<file path="src/rtl/wb_write_arbiter_pkg.sv">
// Shared definitions for the write-back port arbiter.
// Holds the default buffer depth and starvation limit, plus the pending
// result entry layout used by the buffer and the arbiter.
package wb_write_arbiter_pkg;

  localparam int WB_DEPTH_DEF        = 2;
  localparam int WB_STARVE_LIMIT_DEF = 4;

  typedef struct packed {
    logic        valid;
    logic [4:0]  rd;
    logic [31:0] data;
  } wb_entry_t;

endpackage

</file>
<file path="src/rtl/wb_pend_fifo.sv">
// Pending multi-cycle-unit result buffer.
// FIFO of wb_entry_t with per-entry invalidation by destination register.
// Ports:
//   clk, rst              clock, synchronous active-high reset
//   push/push_rd/push_data enqueue a new valid entry at the tail
//   pop                   dequeue the head entry
//   inv_en/inv_rd         clear valid on every entry whose rd matches
//   head                  entry at the read pointer
//   full, empty           occupancy flags from the registered count
//   valid_vec, rd_vec     per-slot valid bits and destination registers
module wb_pend_fifo
  import wb_write_arbiter_pkg::*;
#(
  parameter int DEPTH = WB_DEPTH_DEF
) (
  input  logic                  clk,
  input  logic                  rst,
  input  logic                  push,
  input  logic [4:0]            push_rd,
  input  logic [31:0]           push_data,
  input  logic                  pop,
  input  logic                  inv_en,
  input  logic [4:0]            inv_rd,
  output wb_entry_t             head,
  output logic                  full,
  output logic                  empty,
  output logic [DEPTH-1:0]      valid_vec,
  output logic [DEPTH-1:0][4:0] rd_vec
);

  localparam int PW = $clog2(DEPTH);
  localparam int CW = $clog2(DEPTH + 1);
  localparam logic [CW-1:0] FULL_CNT = CW'(DEPTH);

  wb_entry_t      mem [DEPTH];
  logic [PW-1:0]  wr_ptr;
  logic [PW-1:0]  rd_ptr;
  logic [CW-1:0]  count;
  logic           push_ok;
  logic           pop_ok;

  assign full    = (count == FULL_CNT);
  assign empty   = (count == '0);
  assign push_ok = push && !full;
  assign pop_ok  = pop && !empty;
  assign head    = mem[rd_ptr];

  always_comb begin
    valid_vec = '0;
    rd_vec    = '0;
    for (int i = 0; i < DEPTH; i++) begin
      valid_vec[i] = mem[i].valid;
      rd_vec[i]    = mem[i].rd;
    end
  end

  // A freshly pushed slot takes priority over invalidation, so a result
  // enqueued alongside a matching pipeline write stays valid. Popped slots
  // drop their valid bit so only live entries ever show as valid.
  always_ff @(posedge clk) begin
    if (rst) begin
      wr_ptr <= '0;
      rd_ptr <= '0;
      count  <= '0;
      for (int i = 0; i < DEPTH; i++) begin
        mem[i].valid <= 1'b0;
      end
    end else begin
      for (int i = 0; i < DEPTH; i++) begin
        if (push_ok && (wr_ptr == PW'(i))) begin
          mem[i] <= '{valid: 1'b1, rd: push_rd, data: push_data};
        end else if (pop_ok && (rd_ptr == PW'(i))) begin
          mem[i].valid <= 1'b0;
        end else if (inv_en && (mem[i].rd == inv_rd)) begin
          mem[i].valid <= 1'b0;
        end
      end
      // DEPTH is a power of two, so pointers wrap by natural overflow.
      if (push_ok) wr_ptr <= wr_ptr + 1'b1;
      if (pop_ok)  rd_ptr <= rd_ptr + 1'b1;
      case ({push_ok, pop_ok})
        2'b10:   count <= count + 1'b1;
        2'b01:   count <= count - 1'b1;
        default: count <= count;
      endcase
    end
  end

endmodule

</file>
<file path="src/rtl/wb_write_arbiter.sv">
// Register-file write port arbiter between the WB stage and a multi-cycle
// unit (MDU). The pipeline always wins; MDU results wait in wb_pend_fifo
// and drain on free cycles. Long starvation raises a bubble request.
// Ports:
//   clk, rst                          clock, synchronous active-high reset
//   pipe_regwrite/pipe_rd/pipe_wdata  WB-stage write request
//   mdu_valid/mdu_rd/mdu_wdata        MDU result, accepted when mdu_ready
//   mdu_ready                         buffer has room
//   rf_we/rf_waddr/rf_wdata           register-file write port
//   stall_req                         ask the hazard unit for one WB bubble
//   busy_mask                         registers with a pending buffered write
module wb_write_arbiter
  import wb_write_arbiter_pkg::*;
#(
  parameter int DEPTH        = WB_DEPTH_DEF,
  parameter int STARVE_LIMIT = WB_STARVE_LIMIT_DEF
) (
  input  logic        clk,
  input  logic        rst,
  input  logic        pipe_regwrite,
  input  logic [4:0]  pipe_rd,
  input  logic [31:0] pipe_wdata,
  input  logic        mdu_valid,
  input  logic [4:0]  mdu_rd,
  input  logic [31:0] mdu_wdata,
  output logic        mdu_ready,
  output logic        rf_we,
  output logic [4:0]  rf_waddr,
  output logic [31:0] rf_wdata,
  output logic        stall_req,
  output logic [31:0] busy_mask
);

  localparam int SW = $clog2(STARVE_LIMIT + 1);
  localparam logic [SW-1:0] STARVE_MAX = SW'(STARVE_LIMIT);

  wb_entry_t             head;
  logic                  full;
  logic                  empty;
  logic [DEPTH-1:0]      valid_vec;
  logic [DEPTH-1:0][4:0] rd_vec;
  logic                  pipe_eff;
  logic                  push;
  logic                  pop;
  logic                  head_valid;
  logic                  lose;
  logic [SW-1:0]         starve_cnt;

  assign mdu_ready  = !full;
  assign push       = mdu_valid && mdu_ready && (mdu_rd != 5'd0);
  assign pipe_eff   = pipe_regwrite && (pipe_rd != 5'd0);
  assign head_valid = !empty && head.valid;
  // Stale (invalidated) heads pop regardless of the pipeline; they never
  // need the write port.
  assign pop        = !empty && (!head.valid || !pipe_eff);
  assign lose       = head_valid && pipe_eff;

  wb_pend_fifo #(.DEPTH(DEPTH)) u_pend_fifo (
    .clk       (clk),
    .rst       (rst),
    .push      (push),
    .push_rd   (mdu_rd),
    .push_data (mdu_wdata),
    .pop       (pop),
    .inv_en    (pipe_eff),
    .inv_rd    (pipe_rd),
    .head      (head),
    .full      (full),
    .empty     (empty),
    .valid_vec (valid_vec),
    .rd_vec    (rd_vec)
  );

  always_comb begin
    rf_we    = 1'b0;
    rf_waddr = 5'd0;
    rf_wdata = 32'd0;
    if (pipe_eff) begin
      rf_we    = 1'b1;
      rf_waddr = pipe_rd;
      rf_wdata = pipe_wdata;
    end else if (head_valid) begin
      rf_we    = 1'b1;
      rf_waddr = head.rd;
      rf_wdata = head.data;
    end
  end

  always_ff @(posedge clk) begin
    if (rst) begin
      starve_cnt <= '0;
    end else if (pop || empty) begin
      starve_cnt <= '0;
    end else if (lose && (starve_cnt != STARVE_MAX)) begin
      starve_cnt <= starve_cnt + 1'b1;
    end
  end

  assign stall_req = head_valid && (starve_cnt == STARVE_MAX);

  always_comb begin
    busy_mask = 32'd0;
    for (int i = 0; i < DEPTH; i++) begin
      if (valid_vec[i]) busy_mask[rd_vec[i]] = 1'b1;
    end
    busy_mask[0] = 1'b0;
  end

endmodule

</file>
<file path="config.mk">
export PLATFORM = sky130hd
export DESIGN_NAME = wb_write_arbiter
export DESIGN_NICKNAME = d
export VERILOG_FILES = /design/src/rtl/wb_write_arbiter_pkg.sv /design/src/rtl/wb_pend_fifo.sv /design/src/rtl/wb_write_arbiter.sv
export SDC_FILE = /design/constraint.sdc
export NUM_CORES = 1
export LEC_CHECK = 0
export BUFFER_PORTS_ARGS = -buffer_cell sky130_fd_sc_hd__buf_4
export CAP_MARGIN = 10
export CELL_PAD_IN_SITES_DETAIL_PLACEMENT = 1
export CELL_PAD_IN_SITES_GLOBAL_PLACEMENT = 1
export CORE_ASPECT_RATIO = 1.4
export CORE_MARGIN = 2
export CORE_UTILIZATION = 44
export CTS_CLUSTER_SIZE = 28
export DETAILED_ROUTE_END_ITERATION = 8
export PLACE_DENSITY_LB_ADDON = 0.1
export SLEW_MARGIN = 30
export SYNTH_ARGS = -nofsm -noshare
export SYNTH_HDL_FRONTEND = slang
export SYNTH_HIERARCHICAL = 1
export SYNTH_SLANG_ARGS = --single-unit
</file>
<file path="constraint.sdc">
create_clock -name clk -period 10.2 [get_ports clk]
set_input_delay 0.51 -clock clk [delete_from_list [all_inputs] [get_ports clk]]
set_output_delay 0.51 -clock clk [all_outputs]
set_load 0.005 [all_outputs]
</file>
Word level (Yosys, flattened, before mapping) --
Memories as Yosys holds them, arrays and structs flattened. A register that Yosys moved wholly into a read port is not among the register bits. Cells that the tools add are included.
Storage, ports and cells: bits in latches 0, bits in read-only memories 0, RAM bits 76, output and inout port bits 72, input bits 78, memories 1, register bits 7
Cells by class: divide/modulo/power cells 0, $lt $le $gt $ge 4, bitwise logic cells 9, add/subtract/negate cells 5, multiplexer cells 47, reduce and logical (&&, ||, !) cells 29, eq/ne operators 7, $mul 0, shift-type cells 0
Memory list:
- u_pend_fifo.mem | depth 2, bits a word 38, read ports 3, clocked after memory_dff 1, write ports 2, RTL line wb_pend_fifo.sv:35 | wb_entry_t mem [DEPTH];
Operators by type and width (number):
- $mux 32 | 4
- $mux 1 | 38
- $or 32x32->32 | 1
- $logic_and 1x1->1 | 18
- $lt 5x6->1 const B | 2
- $demux 1 s5 | 2
- $eq 5x5->1 | 2
- $ge 5x1->1 const B | 2
- $mux 5 | 2
- $reduce_bool 5->1 | 2
- $or 1x1->1 | 6
- $eq 2x2->1 const B | 2
- $logic_not 1->1 | 4
- $pmux 2 s2 | 1
- $add 3x1->3 const B | 1
- $eq 3x3->1 const B | 1
- $ne 3x3->1 const B | 1
- $add 1x1->1 const B | 2
- $add 2x1->2 const B | 1
- $eq 2x1->1 const B | 1
- $logic_not 2->1 | 1
- $logic_or 1x1->1 | 2
- $not 1->1 | 2
- $reduce_bool 2->1 | 1
- other kinds (2) | 2

Depth between registers and ports, before layout --
word-level depth 13, mapped depth 9, mapped depth without buffers 9

Modules after synthesis --
Netlist, hierarchy kept.
Modules (own cells, without submodules):
- wb_pend_fifo | seq. area each 2372.3 um2, area each 3597.2 um2, times used 1, cells an instance 223
- wb_write_arbiter | seq. area each 60.1 um2, area each 1396.3 um2, times used 1, cells an instance 205

Worst setup path before layout --
OpenSTA, ideal clock, no wires.
path kind input to register, start point in mdu_rd[1], end point mem u_pend_fifo/mem[1][0] (netlist name), enable pin, arrival 3796 ps, slack 5916 ps, data required time 9712 ps, stages on the path 5, path through or3_1 -> o311a_1 -> and2b_2 -> inv_1 -> nor3b_1
RTL lines:
- start, declared | RTL line wb_write_arbiter.sv:24 | input logic [4:0] mdu_rd,
- end, declared | RTL line wb_pend_fifo.sv:35

==> key figures <==
Outcome
  – Status: finished clean

Hold path
  – Class of the worst hold path: in2reg
  – Hold Crit Start: mdu_wdata[12]

Clock tree
  – CTS resizes: 0
  – CTS Hold Bufs: 0
  – Post-CTS Setup Repair Bufs: 0
  – Htree depth: 3
  – Bufs on Longest Clock Path: 2
  – Clock root cell: clkbuf_16
  – # clock sinks: 84
  – Clock Latency Late Sink: 0.34 ns
  – TritonCTS clock tree: done
  – Num CTS Buffers: 9
  – Worst-path clk slew: 0.06 ns

Setup path
  – Critical-path top delay cell: or3_4
  – Critical Path Fanout Max: 37
  – Cell mode on critical path: buf_4
  – Worst path max stage delay: 0.43 ns
  – Kind of critical path: in2reg
  – Arr. time, crit path: 3.44 ns
  – Data required, critical path: 10.31 ns
  – WP buf/inv: 3
  – CP top delay family: simple AND/OR/NAND/NOR gates
  – Setup crit start kind: input pin
  – CP Capture Type: flip-flop
  – Worst-path cell chain: buf_4 > or3_4 > o31ai_4 > inv_4 > a21oi_1 > nor2b_1 > ha_1 > a211oi_4 > buf_4 > nor3b_1
  – Critical path origin: pipe_rd[0]

Synthesis
  – Synth async-reset ratio: 0%
  – Number of flops mapped to enable cells by yosys: 75
  – Synth Area in Compound Gates: 14.63%
  – Mux cell area share after synthesis: 8.770%
  – Area share of xor/xnor cells in the synthesized design: 2.631%
  – Sequential area share after synthesis: 48.71%
  – Syn Area/Cell: 11.67 sq um
  – Largest family of logic cells by synthesized area: simple AND/OR/NAND/NOR gates
  – FF+latch count, synth: 84
  – Top_reg_cell synth: edfxtp_1
  – Share of the synthesized area in the top cell type: 45.10%
  – Fraction of the mapped netlist area in adder cells: 1.253%
  – Synth area leaders: edfxtp_1, mux2_2, o22ai_2, nor3b_1, nand2_1
  – Synth cell types: 44
  – Yosys top cell by area: edfxtp_1
  – Simple-gate share of the synthesized area: 18.19%
  – Yosys warns: 6
  – Most common cell in the netlist: edfxtp_1
  – Post-synthesis net count: 511
  – Cell count after synthesis: 428
  – Post-synthesis cell area: 0.004994 sq mm
  – Most frequent cells after synthesis: edfxtp_1, nand2_1, mux2_2, nor3b_1, o22ai_1

Floorplan
  – Starting Density: 44.49%
  – Die Width: 94.04 um
  – # IOs: 150
  – Die area: 0.01223 sq mm
  – Site Rows: 46
  – Die Y-Extent: 130.1 um
  – Core area: 0.01122 sq mm

Pwr
  – P_int: 0.8108 mW
  – Power Density: 184.9 mW/mm^2
  – Net Switching: 0.3730 mW
  – VDD IR-drop max: 88.29 uV
  – Clk pwr share: 26.8%
  – Seq pwr share: 40.3%
  – Combinational group share of total power: 32.8%
  – Final Power: 1.184 mW
  – P_leak: 2.372 nW
  – Switching part of the total: 31.51%

Global route
  – Initial antenna violation count: 0
  – Vias in the first global route: 4,125
  – Total gr overflow: 0
  – First-pass GRT wire length: 20,530 um
  – Largest net degree at the start of global routing: 51
  – Total track usage: 21.71%

Final layout
  – Final core utilization: 57.06%
  – Area Overhead vs Synth: 28.24%
  – Fin nets: 634
  – Fill count: 1,218
  – ANT cells: 0
  – Ratio of cells with drive above 1 in the final layout: 46.58%

Run
  – MaxCap Viol Count: 0

STA
  – Final setup fails: 0
  – Unrepaired setup endpoints after global routing: false
  – Final Max Tran Viols: 0
  – Slew margin rel.: 38.09%
  – Clock skew: 0.01041 ns
  – Post-Route Setup TNS: 0 ns
  – Fin worst setup slack: 6.868 ns
  – Post-route clock period utilization: 32.67%
  – Fin crit period: 3.332 ns
  – Final hold vios: 0
  – Slew @ Worst Pin: 0.9266 ns
  – Max Clk Rate: 0.3001 GHz

Placement
  – IO Port Bufs: 148
  – Routability cong.: 0.8025
  – Place WS: 6.700 ns
  – DP HPWL: 9172 um

Detailed routing
  – Vias: 3,946
  – Drt via density: 5.637
  – 1st-pass router iterations: 4
  – Drt total wl: 13,490 um
  – Final ANT Viol Nets: 0
  – Initial drt markers: 155
  – Wire length per cell: 19.27 um
  – Drt drc: 0
## power by group through the flow
stage          clock network (mW)  registers, mW  logic (mW)
2_1_floorplan                   0          0.464       0.283
3_3_place_gp                    0          0.493       0.358
3_5_place_dp                    0          0.497       0.369
4_1_cts                     0.322          0.491       0.371
5_1_grt                     0.333          0.484       0.422
6_report                    0.318          0.478       0.389
## routing by layer
metal  wire length [um]  part of all wire (%)  track usage, %
met5                  0                     0               0
met4                422                   3.1           10.14
met3                634                   4.7           4.330
met2               7194                    53           39.03
met1               5239                    39           24.58
## metrics by stage
step | cells | hold WS (ns) | instance area, sq um
after floorplan | 428 | 0.4716 | 4994
after global placement | 683 | 0.4923 | 6078
after detailed placement | 683 | 0.5299 | 6085
after CTS | 699 | 0.5386 | 6377
after global routing | 700 | 0.5469 | 6404
final | 700 | 0.5452 | 6404
## sequential cells by signal, summed over array words and instances (netlist names), named ones only
signal / cells
u_pend_fifo/mem: 76
u_pend_fifo/rd_ptr: 1
u_pend_fifo/wr_ptr: 1
u_pend_fifo/count: 2
starve_cnt: 3
## cell usage in the layout, fill, tap and decap left out, types with 2 or more instances in the layout
master,synthesis,final
nor3_4,0,2
nand3b_1,11,11
o22ai_2,29,29
dfxtp_1,9,8
nor3b_1,35,34
a21oi_1,2,2
nor2_1,10,10
xor2_1,9,9
nand3_1,5,5
clkinv_2,0,2
nor2b_4,1,2
nor3b_2,3,3
nand2_1,68,68
a32o_1,5,5
xnor2_1,6,6
edfxtp_1,75,75
mux2_2,38,38
clkinvlp_4,0,2
inv_1,5,5
nor4_1,4,4
ha_1,5,5
o22ai_1,34,34
buf_4,16,152
clkbuf_16,0,9
or3_1,4,4
o21ai_0,4,4
or3b_2,6,6
## final cells by class
cell class	instances	area, sq um	share of cell area [%]
clock buffer	9	225.2	3.517
clock inverter	7	67.56	1.055
inverter	6	25.02	0.3908
multi-input combinational	297	2311	36.09
sequential	84	2434	38.00
tap	144	180.2	2.814
timing repair buffer	153	1161	18.13
## cell families after synthesis
family / after synthesis
and+or+nand+nor: 157
DFF: 84
AOI/OAI and AO/OA: 80
buffers and inverters: 47
muxes: 39
xor gates and xnor gates: 15
adders and majority gates: 5
other: 1
## worst register-to-register path: stages (launching register included)
cell and delay, ns:
dfxtp_2 0.53, buf_12 0.25, mux2_2 0.40, a21oi_1 0.13
nor2b_1 0.37, ha_1 0.31, a211oi_4 0.06, buf_4 0.29
nor3b_1 0.41
## final timing paths
path / to / slack [ns] / cells past startpoint
worst max-delay path: u_pend_fifo/mem[1][22] / 6.87 / 10
worst min-delay path: u_pend_fifo/mem[1][12] / 0.55 / 2
worst max register to register: u_pend_fifo/mem[1][22] / 7.24 / 8
worst min register to register: u_pend_fifo/count[1] / 0.56 / 2
No activity file was read; power rests on OpenSTA's default activity.
